File: src/rtl/shift_window_pkg.sv
// Shared types and constants for the shift-register window controller.
// Holds the FSM encoding and the drop counter width.
package shift_window_pkg;

  typedef enum logic [1:0] {
    FILL,
    RUN,
    HOLD
  } win_state_t;

  localparam int DROP_CNT_W = 16;

  function automatic int cnt_w(input int n);
    return (n > 1) ? $clog2(n) : 1;
  endfunction

endpackage

File: src/rtl/shift_window_ctrl_hop_counter.sv
// Up-counter with synchronous clear/load and a terminal-count flag.
// Used for the per-hop sample count and for the window fill level.
module hop_counter
  import shift_window_pkg::*;
#(
  parameter int           W  = 4,
  parameter logic [W-1:0] TC = '1
) (
  input  logic         clk,
  input  logic         rst,
  input  logic         clr_i,
  input  logic         ld_i,
  input  logic [W-1:0] ld_val_i,
  input  logic         inc_i,
  output logic [W-1:0] cnt_o,
  output logic         tc_o
);

  logic [W-1:0] cnt_q, cnt_d;

  // Next count: clear beats load beats increment.
  always_comb begin
    cnt_d = cnt_q;
    if (clr_i) begin
      cnt_d = '0;
    end else if (ld_i) begin
      cnt_d = ld_val_i;
    end else if (inc_i) begin
      cnt_d = cnt_q + W'(1);
    end
  end

  // Count register.
  always_ff @(posedge clk) begin
    if (rst) begin
      cnt_q <= '0;
    end else begin
      cnt_q <= cnt_d;
    end
  end

  assign cnt_o = cnt_q;
  assign tc_o  = (cnt_q == TC);

endmodule

File: src/rtl/shift_window_ctrl.sv
// Sample-window sequencer: fills, hops and freezes a shift register.
// Optional SHIFT_WINDOW_DROP_EN: never stall, drop samples while frozen.
module shift_window_ctrl
  import shift_window_pkg::*;
#(
  parameter int LENGTH    = 1024,
  parameter int WORDWIDTH = 8,
  parameter int HOP       = 1024,
  parameter int FCW       = 16
) (
  input  logic                         clk,
  input  logic                         rst,
  input  logic                         clear,
  input  logic                         in_valid,
  input  logic [WORDWIDTH-1:0]         in_data,
  output logic                         in_ready,
  output logic                         sr_enable,
  output logic [WORDWIDTH-1:0]         sr_data,
  output logic                         sr_clear,
  output logic                         frame_valid,
  input  logic                         frame_ready,
  output logic [FCW-1:0]               frame_count,
  output logic [$clog2(LENGTH+1)-1:0]  fill_level
`ifdef SHIFT_WINDOW_DROP_EN
  ,
  output logic [DROP_CNT_W-1:0]        drop_count,
  output logic                         overrun
`endif
);

  localparam int CW  = cnt_w(LENGTH);
  localparam int FLW = $clog2(LENGTH + 1);

  if (HOP < 1 || HOP > LENGTH) begin : g_hop_chk
    $error("shift_window_ctrl: HOP must be in 1..LENGTH");
  end

  win_state_t     state_q, state_d;
  logic [FCW-1:0] fc_q, fc_d;
  logic [CW-1:0]  cnt;
  logic           acc, shift, run_tc, fill_done;
  logic           fill_full, term, cnt_clr;

`ifdef SHIFT_WINDOW_DROP_EN
  assign in_ready = 1'b1;
`else
  assign in_ready = (state_q != HOLD);
`endif

  assign acc       = in_valid & in_ready & ~clear;
  assign shift     = acc & (state_q != HOLD);
  assign sr_enable = shift;
  assign sr_data   = in_data;
  assign sr_clear  = clear;

  assign fill_done = (cnt == CW'(LENGTH - 1));
  assign term      = (state_q == FILL) ? fill_done : run_tc;
  assign cnt_clr   = clear | (shift & term);

  hop_counter #(
    .W  (CW),
    .TC (CW'(HOP - 1))
  ) u_cnt (
    .clk      (clk),
    .rst      (rst),
    .clr_i    (cnt_clr),
    .ld_i     (1'b0),
    .ld_val_i ('0),
    .inc_i    (shift),
    .cnt_o    (cnt),
    .tc_o     (run_tc)
  );

  hop_counter #(
    .W  (FLW),
    .TC (FLW'(LENGTH))
  ) u_fill (
    .clk      (clk),
    .rst      (rst),
    .clr_i    (clear),
    .ld_i     (1'b0),
    .ld_val_i ('0),
    .inc_i    (shift & ~fill_full),
    .cnt_o    (fill_level),
    .tc_o     (fill_full)
  );

  // Next state and frame release count; clear overrides everything.
  always_comb begin
    state_d = state_q;
    fc_d    = fc_q;
    if (clear) begin
      state_d = FILL;
    end else begin
      unique case (state_q)
        FILL: if (shift && fill_done) state_d = HOLD;
        RUN:  if (shift && run_tc) state_d = HOLD;
        HOLD: begin
          if (frame_ready) begin
            state_d = RUN;
            fc_d    = fc_q + FCW'(1);
          end
        end
        default: state_d = FILL;
      endcase
    end
  end

  // State and frame count registers.
  always_ff @(posedge clk) begin
    if (rst) begin
      state_q <= FILL;
      fc_q    <= '0;
    end else begin
      state_q <= state_d;
      fc_q    <= fc_d;
    end
  end

  assign frame_valid = (state_q == HOLD);
  assign frame_count = fc_q;

`ifdef SHIFT_WINDOW_DROP_EN
  logic [DROP_CNT_W-1:0] drop_q, drop_d;
  logic                  ovr_q, ovr_d;
  logic                  drop;

  assign drop = acc & (state_q == HOLD);

  // Saturating drop count and sticky overrun flag.
  always_comb begin
    drop_d = drop_q;
    ovr_d  = ovr_q;
    if (clear) begin
      drop_d = '0;
      ovr_d  = 1'b0;
    end else if (drop) begin
      ovr_d = 1'b1;
      if (drop_q != '1) drop_d = drop_q + DROP_CNT_W'(1);
    end
  end

  // Drop bookkeeping registers.
  always_ff @(posedge clk) begin
    if (rst) begin
      drop_q <= '0;
      ovr_q  <= 1'b0;
    end else begin
      drop_q <= drop_d;
      ovr_q  <= ovr_d;
    end
  end

  assign drop_count = drop_q;
  assign overrun    = ovr_q;
`endif

endmodule

File: config.mk
export PLATFORM = sky130hd
export DESIGN_NAME = shift_window_ctrl
export DESIGN_NICKNAME = d
export VERILOG_FILES = /design/src/rtl/shift_window_pkg.sv /design/src/rtl/shift_window_ctrl_hop_counter.sv /design/src/rtl/shift_window_ctrl.sv
export SDC_FILE = /design/constraint.sdc
export NUM_CORES = 1
export LEC_CHECK = 0
export BUFFER_PORTS_ARGS = -buffer_cell sky130_fd_sc_hd__buf_2
export CAP_MARGIN = 10
export CORE_ASPECT_RATIO = 0.8
export CORE_UTILIZATION = 41
export CTS_BUF_LIST = sky130_fd_sc_hd__clkbuf_4 sky130_fd_sc_hd__clkbuf_8
export DETAILED_ROUTE_END_ITERATION = 8
export PLACE_DENSITY_LB_ADDON = 0.12
export SYNTH_ARGS = -nofsm -noshare
export SYNTH_HDL_FRONTEND = slang
export SYNTH_SLANG_ARGS = --single-unit
File: constraint.sdc
create_clock -name clk -period 2.15 [get_ports clk]
set_input_delay 0.645 -clock clk [delete_from_list [all_inputs] [get_ports clk]]
set_output_delay 0.645 -clock clk [all_outputs]
set_load 0.02 [all_outputs]
* Yosys cells after proc, flatten, opt, wreduce, memory -nomap -nowiden
Index checks and enable logic that the tools add are counted.
** Storage, ports and cells
- Flip-flop bits (word level) :: 39
- Bits of input ports :: 13
- Output and inout port bits :: 39
- Logic and storage cells :: 32
** Operators by class
- $add $sub $neg :: 3
- Equal/unequal tests :: 7
- Muxes and demuxes :: 3
- Bitwise gates (word level) :: 8
- Reduce and logical (&&, ||, !) cells :: 7
** Operator list (number)
- adder 16 x 1 -> 16 bit (second input constant) :: 1
- adder 11 x 1 -> 11 bit (second input constant) :: 1
- equality test 11 bit (second input constant) :: 1
- adder 10 x 1 -> 10 bit (second input constant) :: 1
- equality test 10 bit (second input constant) :: 1
- OR reduction 2 bit :: 3
- AND 1 bit :: 5
- two-way mux 2 bit :: 2
- inequality test 2 x 1 -> 1 bit (second input constant) :: 2
- case mux 2 bit (2 select lines) :: 1
- AND reduction 3 bit :: 1
- equality test 2 x 1 -> 1 bit (second input constant) :: 1
- equality test 2 bit (second input constant) :: 1
- logical NOT 2 bit :: 1
- inequality test 2 bit (second input constant) :: 1
- inverter 1 bit :: 2
- AND reduction 2 bit :: 1
- logical AND 1 bit :: 1
- bitwise OR 1 bit :: 1

* Depth between registers and ports, before layout
Gate-level depths: netlist of run 1.
- Depth after elaboration :: 7
- Depth in mapped cells :: 6
- Depth with buffers taken out :: 6

* By module
A second synthesis of run 1 with hierarchy kept.
** Unflattened totals
- Cell total of the unflattened synthesis :: 256
- Area, all modules :: 2169.6 um^2
** Modules (own cells, without submodules)
- shift_window_ctrl :: times used 1, cells each 115, area an instance 948.4 um^2, seq. area each 360.3 um^2
- hop_counter (u_fill) :: times used 1, cells each 76, area an instance 645.6 um^2, seq. area each 220.2 um^2
- hop_counter (u_cnt) :: times used 1, cells each 65, area an instance 575.6 um^2, seq. area each 200.2 um^2

* Least setup slack after synthesis of run 1
No wires, ideal clock.
- Path kind :: input port to flip-flop
- Start point :: input clear
- End point :: register fc_q[15] (netlist: frame_count[15])
- Library setup time :: 0.070 ns
- Arrival time :: 1.953 ns
- Required time :: 2.080 ns
- Path slack :: 0.127 ns
- Cell stages on the path :: 5
- Buffers on the path :: 1
- Cells stage by stage :: nand4bb_4 > or4_1 > buf_2 > or3_1 > a21oi_1
** On the way
- Cells in the longest elaborated chain, start to end :: 2
** RTL lines
- start, declared :: RTL line shift_window_ctrl.sv:13 : input logic clear,
- inverter 1 bit (no line)
- AND reduction 3 bit (no line)
- end signal, assigned :: RTL line shift_window_ctrl.sv:113 : fc_q <= '0;
- end signal, assigned :: RTL line shift_window_ctrl.sv:116 : fc_q <= fc_d;
- end, declared :: RTL line shift_window_ctrl.sv:39 : logic [FCW-1:0] fc_q, fc_d;
No other way between the ends.
A chain may end at the register's enable or synchronous reset.

* Final worst setup path of run 1
- Start point :: input clear
- End point :: output sr_enable
** On the way
- Cells in the longest elaborated chain, start to end :: 3
** RTL lines
- inverter 1 bit (no line)
- AND 1 bit :: RTL line shift_window_ctrl.sv:50 : assign acc = in_valid & in_ready & ~clear;
- AND 1 bit :: RTL line shift_window_ctrl.sv:51 : assign shift = acc & (state_q != HOLD);
- end, declared :: RTL line shift_window_ctrl.sv:17 : output logic sr_enable,
No other way between the ends.

==> summary.md, run 1 <==
| Metric | Value |
|---|---|
| Status | finished, final reports clean |
| Max VDD drop | 0.356 mV |
| Cell Int Power | 0.00121 W |
| Vias in the first global route | 1606 |
| Kind of critical path | in -> out |
| Tightest Hold Check Type | reg -> reg |
| CTS hold repair buffers | 0 |
| Combinational power share | under 10% |
| Syn avg cell area | ~8.4 µm² |
| Pwr/cell area | approximately 650 nW/µm² |
| Ant diodes | 0 |
| Worst setup path end | sr_enable |
| Worst r2r src | frame_count[6]$_SDFFE_PP0P_ |
| Final Non-Filler Cells | 327 |
| Share of cells above drive strength 1 | between 20% and 30% |
| DRC viols | 0 |
| Core area | about 4400 µm² |
| HPWL Detailed | 3170 µm |
| Power Total | ~0.0015 W |
| Main synth FF type | dfxtp_1 |
| Largest net degree at the start of global routing | 18 |
| Clk buf depth | 2 |
| Post-synthesis register bit count | 39 |
| Time the worst path needs with I/O delays and setup | 2.06 ns |
| Vias/cell | about 5.3 |
| Worst Tran Pin Value | 0.365 ns |
| Clock sinks | 39 |
| Total die area | about 5000 µm² |
| Crit-path max FO | 6 |
| Cells after synthesis | between 200 and 250 |
| Die X | just under 80 µm |
| Synth async-reset ratio | 0% |
| Cell Count Post-Placement | between 300 and 400 |
| Count of final hold-check violations | 0 |
| Final #Nets | about 290 |
| Initial antenna violation count | 0 |
| Placer Congestion | about 0.76 |
| Detail Route Antenna Nets | 0 |
| Clock-pin slew on the worst setup and hold paths | 0.07 ns |
| Initial Util | between 40% and 50% |
| Required time worst endpoint | about 1.5 ns |
| Cts bufs inserted | 5 |
| H-tree levels | 2 |
| Seq/Total Area, Yosys | a little over 40% |
| Area Overhead vs Synth | 20.1% |
| Final worst path period share | 96.0% |
| WL per Instance | approximately 14 µm |
| RSZ-0062 raised after global routing | false |
| R2R depth | 4 |
| Grt total ovfl | 0 |
| FMAX | slightly below 0.5 GHz |
| Finish-stage setup viols | 0 |
| Clk_lat worst skew | roughly 0.30 ns |
| Max-cap violations | 0 |
| Iter 0 DRT Violations | between 100 and 150 |
| Sw Share | between 20% and 30% |
| Skew final | 0.00671 ns |
| Most common cell after layout, fill and taps aside | dfxtp_1 |
| Slew HR | around 75% |
| # IOs | 52 |
| Routed WL | 4440 µm |
| Die H | 63.5 µm |
| Clock share of power | slightly below 50% |
| Worst Setup Start Kind | input pin |
| Worst Path Arrival | 1.42 ns |
| Total Routing Usage GR | between 10% and 20% |
| Launch point of the worst path | clear |
| Drt first pass iters | 4 |
| Leak | ~0.88 nW |
| Synth Warn # | 0 |
| TNS Setup | 0 ns |
| Port bufs | 35 |
| Via count | between 1500 and 2000 |
| Flop pwr share | between 40% and 50% |
| Row cnt | 21 |
| Syn nets | 247 |
| First-pass GRT wire length | between 7000 and 8000 µm |
| CTS root buffer | clkbuf_8 |
| Cell Area, Synth | just under 2000 µm² |
| PostCTS Resize Cnt | 0 |
| Worst reg2reg setup slack | around 0.27 ns |
| Worst r2r dst | frame_count[15]$_SDFFE_PP0P_ |
| Worst Setup End Kind | output pin |
| Commonest non-fill, non-tap cells in the layout | dfxtp_1, buf_2, nor2_1, nand2_1, xnor2_1 |
| Slew Limit Fails | 0 |
| Post-CTS setup buffers | 0 |
| EDFF count, synth | 0 |
| TritonCTS clock tree | done |
| Synth unique cells | 38 |
| Switching power of the nets | between 0.0003 and 0.0004 W |
critical path, stage by stage:
cell	delay, ns
buf_2	0.11
buf_4	0.14
and2b_1	0.21
nand2_1	0.07
inv_1	0.07
buf_2	0.16
cell usage after synthesis (6+ instances only):
cell / instances / share of area, %
a21oi_1: 12 / 3.1
buf_4: 9 / 3.5
clkbuf_1: 6 / 1.2
dfxtp_1: 39 / 40
inv_1: 7 / 1.4
nand2_1: 18 / 3.5
nand3_1: 13 / 3.4
nand4_1: 9 / 2.9
nor2_1: 27 / 5.2
nor4_1: 9 / 2.9
o21ai_0: 9 / 2.3
or3_1: 9 / 2.9
xnor2_1: 17 / 7.7
routing by layer:
layer | vias up | track usage (%) | routed length [µm]
met4 | 0 | 8.41 | 80
met5 | - | 0 | 0
met1 | 804 | 27.6 | 2390
met3 | 9 | 4.78 | 201
li1 | 879 | - | -
met2 | 40 | 27.5 | 1770
cell families (layout without fill, tap and decap cells):
| group | Yosys count | count (layout) | share of synthesized area, % |
|---|---|---|---|
| and+or+nand+nor | 112 | 112 | 32.0 |
| xor gates and xnor gates | 21 | 21 | 9.48 |
| AOI/OAI and AO/OA | 29 | 29 | 8.70 |
| DFF | 39 | 39 | 40.2 |
| muxes | 1 | 1 | 0.580 |
| buffers and inverters | 24 | 64 | 6.45 |
| adders and majority gates | 4 | 4 | 2.58 |
sequential cells by signal, indices dropped and copies added, names as in the netlist:
register / flops
frame_count: 16
state_q: 2
u_cnt.cnt_o: 10
u_fill.cnt_o: 11
worst min-delay path by stage:
stage	endpoint	cells past startpoint	slack, ns	start
3_3_place_gp	u_cnt.cnt_o[9]$_SDFFE_PP0P_	2	0.47	u_cnt.cnt_o[9]$_SDFFE_PP0P_
3_5_place_dp	u_cnt.cnt_o[1]$_SDFFE_PP0P_	2	0.47	u_cnt.cnt_o[1]$_SDFFE_PP0P_
5_1_grt	u_cnt.cnt_o[1]$_SDFFE_PP0P_	2	0.51	u_cnt.cnt_o[1]$_SDFFE_PP0P_
2_1_floorplan	u_cnt.cnt_o[1]$_SDFFE_PP0P_	2	0.45	u_cnt.cnt_o[1]$_SDFFE_PP0P_
6_report	u_cnt.cnt_o[1]$_SDFFE_PP0P_	2	0.49	u_cnt.cnt_o[1]$_SDFFE_PP0P_
4_1_cts	u_cnt.cnt_o[1]$_SDFFE_PP0P_	2	0.49	u_cnt.cnt_o[1]$_SDFFE_PP0P_
per-stage QoR:
step                util, %  hold WS [ns]  instance area [µm²]  setup slack (ns)
finish                 53.4         0.487                 2330            0.0853
detailed placement     50.3         0.471                 2190           -0.0365
global placement       50.3         0.470                 2190          -0.00206
CTS                    53.4         0.487                 2330            0.0631
global route           53.4         0.512                 2330            0.0211
floorplan                 -         0.454                 1940             0.127
cell type report:
cell class	instances	area [µm²]
clock buffer	5	68.8
fill	450	2030
sequential	39	782
inverter	7	26.3
tap	57	71.3
multi-input combinational	167	1030
timing repair buffer	49	280
clock inverter	3	67.6
power groups by stage:
stage               registers (W)   logic, W  clock network, W
CTS                      0.000725  0.0000590          0.000758
floorplan                0.000743  0.0000518                 0
detailed placement       0.000742  0.0000589                 0
finish                   0.000725  0.0000587          0.000741
global placement         0.000742  0.0000586                 0
global route             0.000726  0.0000646          0.000787
(Power assumes the default switching activity.)
==> inputs of run 2 (changes only) <==
Settings changed: SETUP_SLACK_MARGIN from default to 0.3.
==> run 2 against run 1 <==
Effect of this change:
- clock skew grew 0.0027 ns
- sequential share of layout area grew 0.29 points
- sequential power about the same
- maximum frequency increased by 13%
- non-clock buffer count unchanged
- worst hold slack got worse by 0.013 ns
- critical endpoint unchanged
- largest cell class unchanged
==> summary.md, run 2 (same netlist as run 1, synthesis figures left out) <==
| Metric | Value |
|---|---|
| Status | finished, final reports clean |
| TritonCTS clock tree | done |
| Row cnt | 21 |
| Grt total ovfl | 0 |
| Vias/cell | around 5.2 |
| Die H | around 64 µm |
| Met1 WL | 2290 µm |
| Highest routed metal layer | met4 |
| Time the worst path needs with I/O delays and setup | 1.83 ns |
| Worst Setup End Kind | output pin |
| Leak | a little under 0.9 nW |
| H-tree levels | 2 |
| Slew Limit Fails | 0 |
| Ant diodes | 0 |
| Pwr/cell area | around 550 nW/µm² |
| Clock sinks | 39 |
| DRC viols | 0 |
| Placed Instance Area | about 2200 µm² |
| Max VDD drop | around 0.26 mV |
| Most common cell after layout, fill and taps aside | dfxtp_1 |
| Initial antenna violation count | 0 |
| DR WL met3 | approximately 220 µm |
| Final #Nets | about 290 |
| Routed WL | ~4200 µm |
| Slew HR | 74.9% |
| Max FFs per register | 16 |
| Share of cells above drive strength 1 | between 20% and 30% |
| Clk_lat worst skew | roughly 0.29 ns |
| Largest net degree at the start of global routing | 18 |
| Area Overhead vs Synth | 19.5% |
| Worst Path Arrival | between 1 and 1.5 ns |
| Kind of critical path | in -> out |
| CTS root buffer | clkbuf_8 |
| Total Routing Usage GR | between 15 and 20% |
| Drt first pass iters | 4 |
| Clk buf depth | 2 |
| Hold depth | 1 |
| Total die area | 5010 µm² |
| Final instance area | between 2000 and 2500 µm² |
| Detail Route Antenna Nets | 0 |
| Required time worst endpoint | roughly 1.5 ns |
| Vias in the first global route | 1475 |
| Iter 0 DRT Violations | 50 |
| Skew final | around 0.0094 ns |
| Initial Util | ~44% |
| Via count | 1704 |
| Count of final hold-check violations | 0 |
| Die X | 78.9 µm |
| First-pass GRT wire length | 7020 µm |
| Worst Setup Start Kind | input pin |
| HPWL Detailed | between 3000 and 4000 µm |
| Final worst path period share | between 80% and 90% |
| Worst reg2reg setup slack | 0.40 ns |
| Commonest non-fill, non-tap cells in the layout | dfxtp_1, buf_2, nor2_1, nand2_1, xnor2_1 |
| Port bufs | 35 |
| Cts bufs inserted | 5 |
| Worst Tran Pin Value | ~0.37 ns |
| Crit-path max FO | 6 |
| CTS hold repair buffers | 0 |
| Max-cap violations | 0 |
| RSZ-0062 raised after global routing | true |
| Setup slack after layout | between 0.3 and 0.4 ns |
| Fin util | 53.2% |
| WL per Instance | 12.7 µm |
| Placer Congestion | just under 0.8 |
| Clock-pin slew on the worst setup and hold paths | ~0.080 ns |
| # IOs | 52 |
| Pre-CTS setup slack | approximately 0.0016 ns |
| R2R depth | 4 |
| Finish-stage setup viols | 0 |
| Power Total | roughly 0.0013 W |
| Tightest Hold Check Type | reg -> reg |
| Core area | between 4000 and 5000 µm² |
| TNS Setup | 0 ns |
| FMAX | 0.547 GHz |
| Metal2 WL | 1620 µm |
run 2: path summary, 6_finish.rpt:
kind / from / endpoint
worst max register to register: frame_count[6]$_SDFFE_PP0P_ / frame_count[13]$_SDFFE_PP0P_
worst min-delay path: state_q[1]$_SDFFE_PP0P_ / state_q[0]$_SDFFE_PP0P_
worst min register to register: state_q[1]$_SDFFE_PP0P_ / state_q[0]$_SDFFE_PP0P_
worst max-delay path: clear / sr_enable
run 2: critical path, cell delays in order:
cell	delay [ns]
buf_8	0.10
and2b_2	0.21
nand2_2	0.05
inv_2	0.06
buf_6	0.11
run 2: through the flow:
step	cells	hold slack (ns)
5_1_grt	327	0.488
2_1_floorplan	230	0.454
3_5_place_dp	316	0.471
4_1_cts	325	0.486
3_3_place_gp	316	0.480
6_report	327	0.474
run 2: timing repair:
action                                  4_1_cts  5_1_grt
resized for setup                            12        3
pin swaps                                     1        0
buffers inserted                              1        2
endpoints found under the setup margin        3        5
run 2: final cells by class:
type	instances	area (µm²)
repair buffers	49	303
clock buffers	5	68.8
clock inverters	3	15.0
inverters	7	26.3
multi-input cells	167	1050
fillers	449	2040
flip-flops and latches	39	785
well taps	57	71.3
run 2: per-layer routing:
metal | up-vias | global-route usage (%)
li1 | 886 | -
met1 | 778 | 26.4
met2 | 35 | 23.6
met3 | 5 | 6.96
met4 | 0 | 4.32
met5 | - | 0
run 2: report_power, final:
| part | switching, W | internal (W) | leakage (nW) |
|---|---|---|---|
| combinational | 0.0000359 | 0.0000261 | 0.504 |
| sequential | 0.00000186 | 0.000722 | 0.315 |
| clock | 0.000260 | 0.000222 | 0.0477 |
| total | 0.000297 | 0.000970 | 0.866 |
==> inputs of run 3 (changes only) <==
Clock period 2.15 ns to 1.8 ns, I/O delays scaled along.
==> run 3 against run 2 <==
Effect of this change:
- sequential power increased by 19%
- worst hold slack improved by 0.0099 ns
- largest power group unchanged
- non-clock buffer count increased by 25
- register-to-register slack got worse by 0.25 ns
- global-route usage increased by 1.8 points
- final cell count increased by 7.6%
- worst setup slack got worse by 0.25 ns
- count of clock-buffer cells in the layout increased by 1
- first-iteration DRC count increased by 74%
- critical path type unchanged
- sequential cell count unchanged
- wire length increased by 20%
==> summary.md, run 3 (same netlist as run 1, synthesis figures left out) <==
| Metric | Value |
|---|---|
| Status | finished, final reports clean |
| Leak | roughly 1.1 nW |
| Pwr/cell area | 593 nW/µm² |
| Setup slack after layout | between 0.07 and 0.08 ns |
| Iter 0 DRT Violations | a little under 90 |
| CTS root buffer | clkbuf_8 |
| Area Overhead vs Synth | 50.5% |
| Fin util | 67.0% |
| Total die area | 5010 µm² |
| Slew HR | about three quarters |
| Final instance area | between 2000 and 3000 µm² |
| Skew final | 0.00649 ns |
| Max VDD drop | ~0.57 mV |
| Grt total ovfl | 0 |
| HPWL Detailed | ~3300 µm |
| TritonCTS clock tree | done |
| FMAX | just under 0.6 GHz |
| Via count | roughly 1900 |
| Commonest non-fill, non-tap cells in the layout | buf_4, buf_2, nor2_1, dfxtp_1, dfxtp_2 |
| DRC viols | 0 |
| Drt first pass iters | 4 |
| H-tree levels | 2 |
| RSZ-0062 raised after global routing | true |
| Die X | about 79 µm |
| Final worst path period share | about 96% |
| Share of cells above drive strength 1 | 48.5% |
| Finish-stage setup viols | 0 |
| Vias/cell | about 5.3 |
| Max-cap violations | 0 |
| Clk buf depth | 2 |
| Worst Tran Pin Value | 0.363 ns |
| Kind of critical path | in -> out |
| Slew Limit Fails | 0 |
| Time the worst path needs with I/O delays and setup | 1.73 ns |
| Tightest Hold Check Type | reg -> reg |
| First-pass GRT wire length | slightly below 8000 µm |
| Most common cell after layout, fill and taps aside | buf_4 |
| Final #Nets | between 300 and 400 |
| Row cnt | 21 |
| Cts bufs inserted | 5 |
| Total Routing Usage GR | about a fifth |
| Clock sinks | 39 |
| WL per Instance | between 10 and 15 µm |
| Required time worst endpoint | ~1.3 ns |
| Vias in the first global route | about 1600 |
| Initial Util | around 44% |
| Count of final hold-check violations | 0 |
| CTS hold repair buffers | 0 |
| Ant diodes | 0 |
| # IOs | 52 |
| Largest net degree at the start of global routing | 18 |
| Initial antenna violation count | 0 |
| Pre-CTS setup slack | -0.188 ns |
| Worst Path Arrival | between 1 and 1.5 ns |
| Worst Setup End Kind | output pin |
| Worst Setup Start Kind | input pin |
| Die H | 63.5 µm |
| Placed Instance Area | 2310 µm² |
| Clk_lat worst skew | 0.29 ns |
| Max FFs per register | 16 |
| Routed WL | about 5000 µm |
| Placer Congestion | around 0.83 |
| Core area | approximately 4400 µm² |
| Clock-pin slew on the worst setup and hold paths | about 0.08 ns |
| Port bufs | 35 |
| Detail Route Antenna Nets | 0 |
| Crit-path max FO | 2 |
==> run 3: cell count changes in the layout (fill, tap and decap cells not counted), moves of 6 or more <==
| cell | change |
|---|---|
| nor4_4 | +6 |
| buf_4 | +20 |
| buf_6 | +9 |
| nor4_1 | -9 |
| dfxtp_1 | -18 |
| dfxtp_2 | +18 |
==> run 3: final cells by class <==
| type | count | area, µm² |
|---|---|---|
| tap | 57 | 71.3 |
| sequential | 39 | 807 |
| clock buffer | 6 | 82.6 |
| clock inverter | 2 | 35.0 |
| inverter | 7 | 31.3 |
| multi-input combinational | 167 | 1350 |
| fill | 368 | 1440 |
| timing repair buffer | 74 | 539 |
==> run 3: critical path, stage by stage <==
cell     delay (ns)
buf_6          0.10
buf_6          0.10
and2b_2        0.24
nand2_4        0.06
inv_4          0.05
buf_6          0.10
==> run 3: final timing paths <==
kind / from / end / slack [ns] / cells past startpoint
hold / removal: frame_count[1]$_SDFFE_PP0P_ / frame_count[1]$_SDFFE_PP0P_ / 0.48 / 2
setup / recovery: clear / sr_enable / 0.07 / 6
setup reg to reg: state_q[0]$_SDFFE_PP0P_ / frame_count[11]$_SDFFE_PP0P_ / 0.15 / 4
hold reg to reg: frame_count[1]$_SDFFE_PP0P_ / frame_count[1]$_SDFFE_PP0P_ / 0.48 / 2
==> run 3: through the flow <==
stage / total power, W / hold WS, ns / TNS [ns] / instances
global route: 0.00180 / 0.503 / 0 / 352
global placement: 0.000959 / 0.466 / -0.819 / 329
CTS: 0.00172 / 0.485 / 0 / 346
finish: 0.00173 / 0.484 / 0 / 352
detailed placement: 0.000959 / 0.472 / -0.983 / 329
floorplan: 0.000953 / 0.454 / -0.0843 / 230
==> run 3: metal layers <==
| metal | vias up | global-route usage, % | part of all wire [%] | wire length (µm) |
|---|---|---|---|---|
| met2 | 29 | 28.2 | 45 | 2230 |
| li1 | 943 | - | - | - |
| met4 | 0 | 5.00 | 0.74 | 37 |
| met5 | - | 0 | 0 | 0 |
| met3 | 7 | 4.93 | 3.6 | 182 |
| met1 | 895 | 29.0 | 51 | 2550 |
==> run 3: timing repair <==
item | in CTS | in global routing
buffers inserted | 9 | 6
setup endpoints to repair | 17 | 43
pin swaps | 3 | 11
resized for setup | 26 | 60
==> run 3: power by group <==
part	leakage, nW	total [W]	internal, W	switching, W
sequential	0.324	0.000865	0.000862	0.00000256
clock	0.0612	0.000761	0.000449	0.000312
combinational	0.698	0.000105	0.0000480	0.0000571
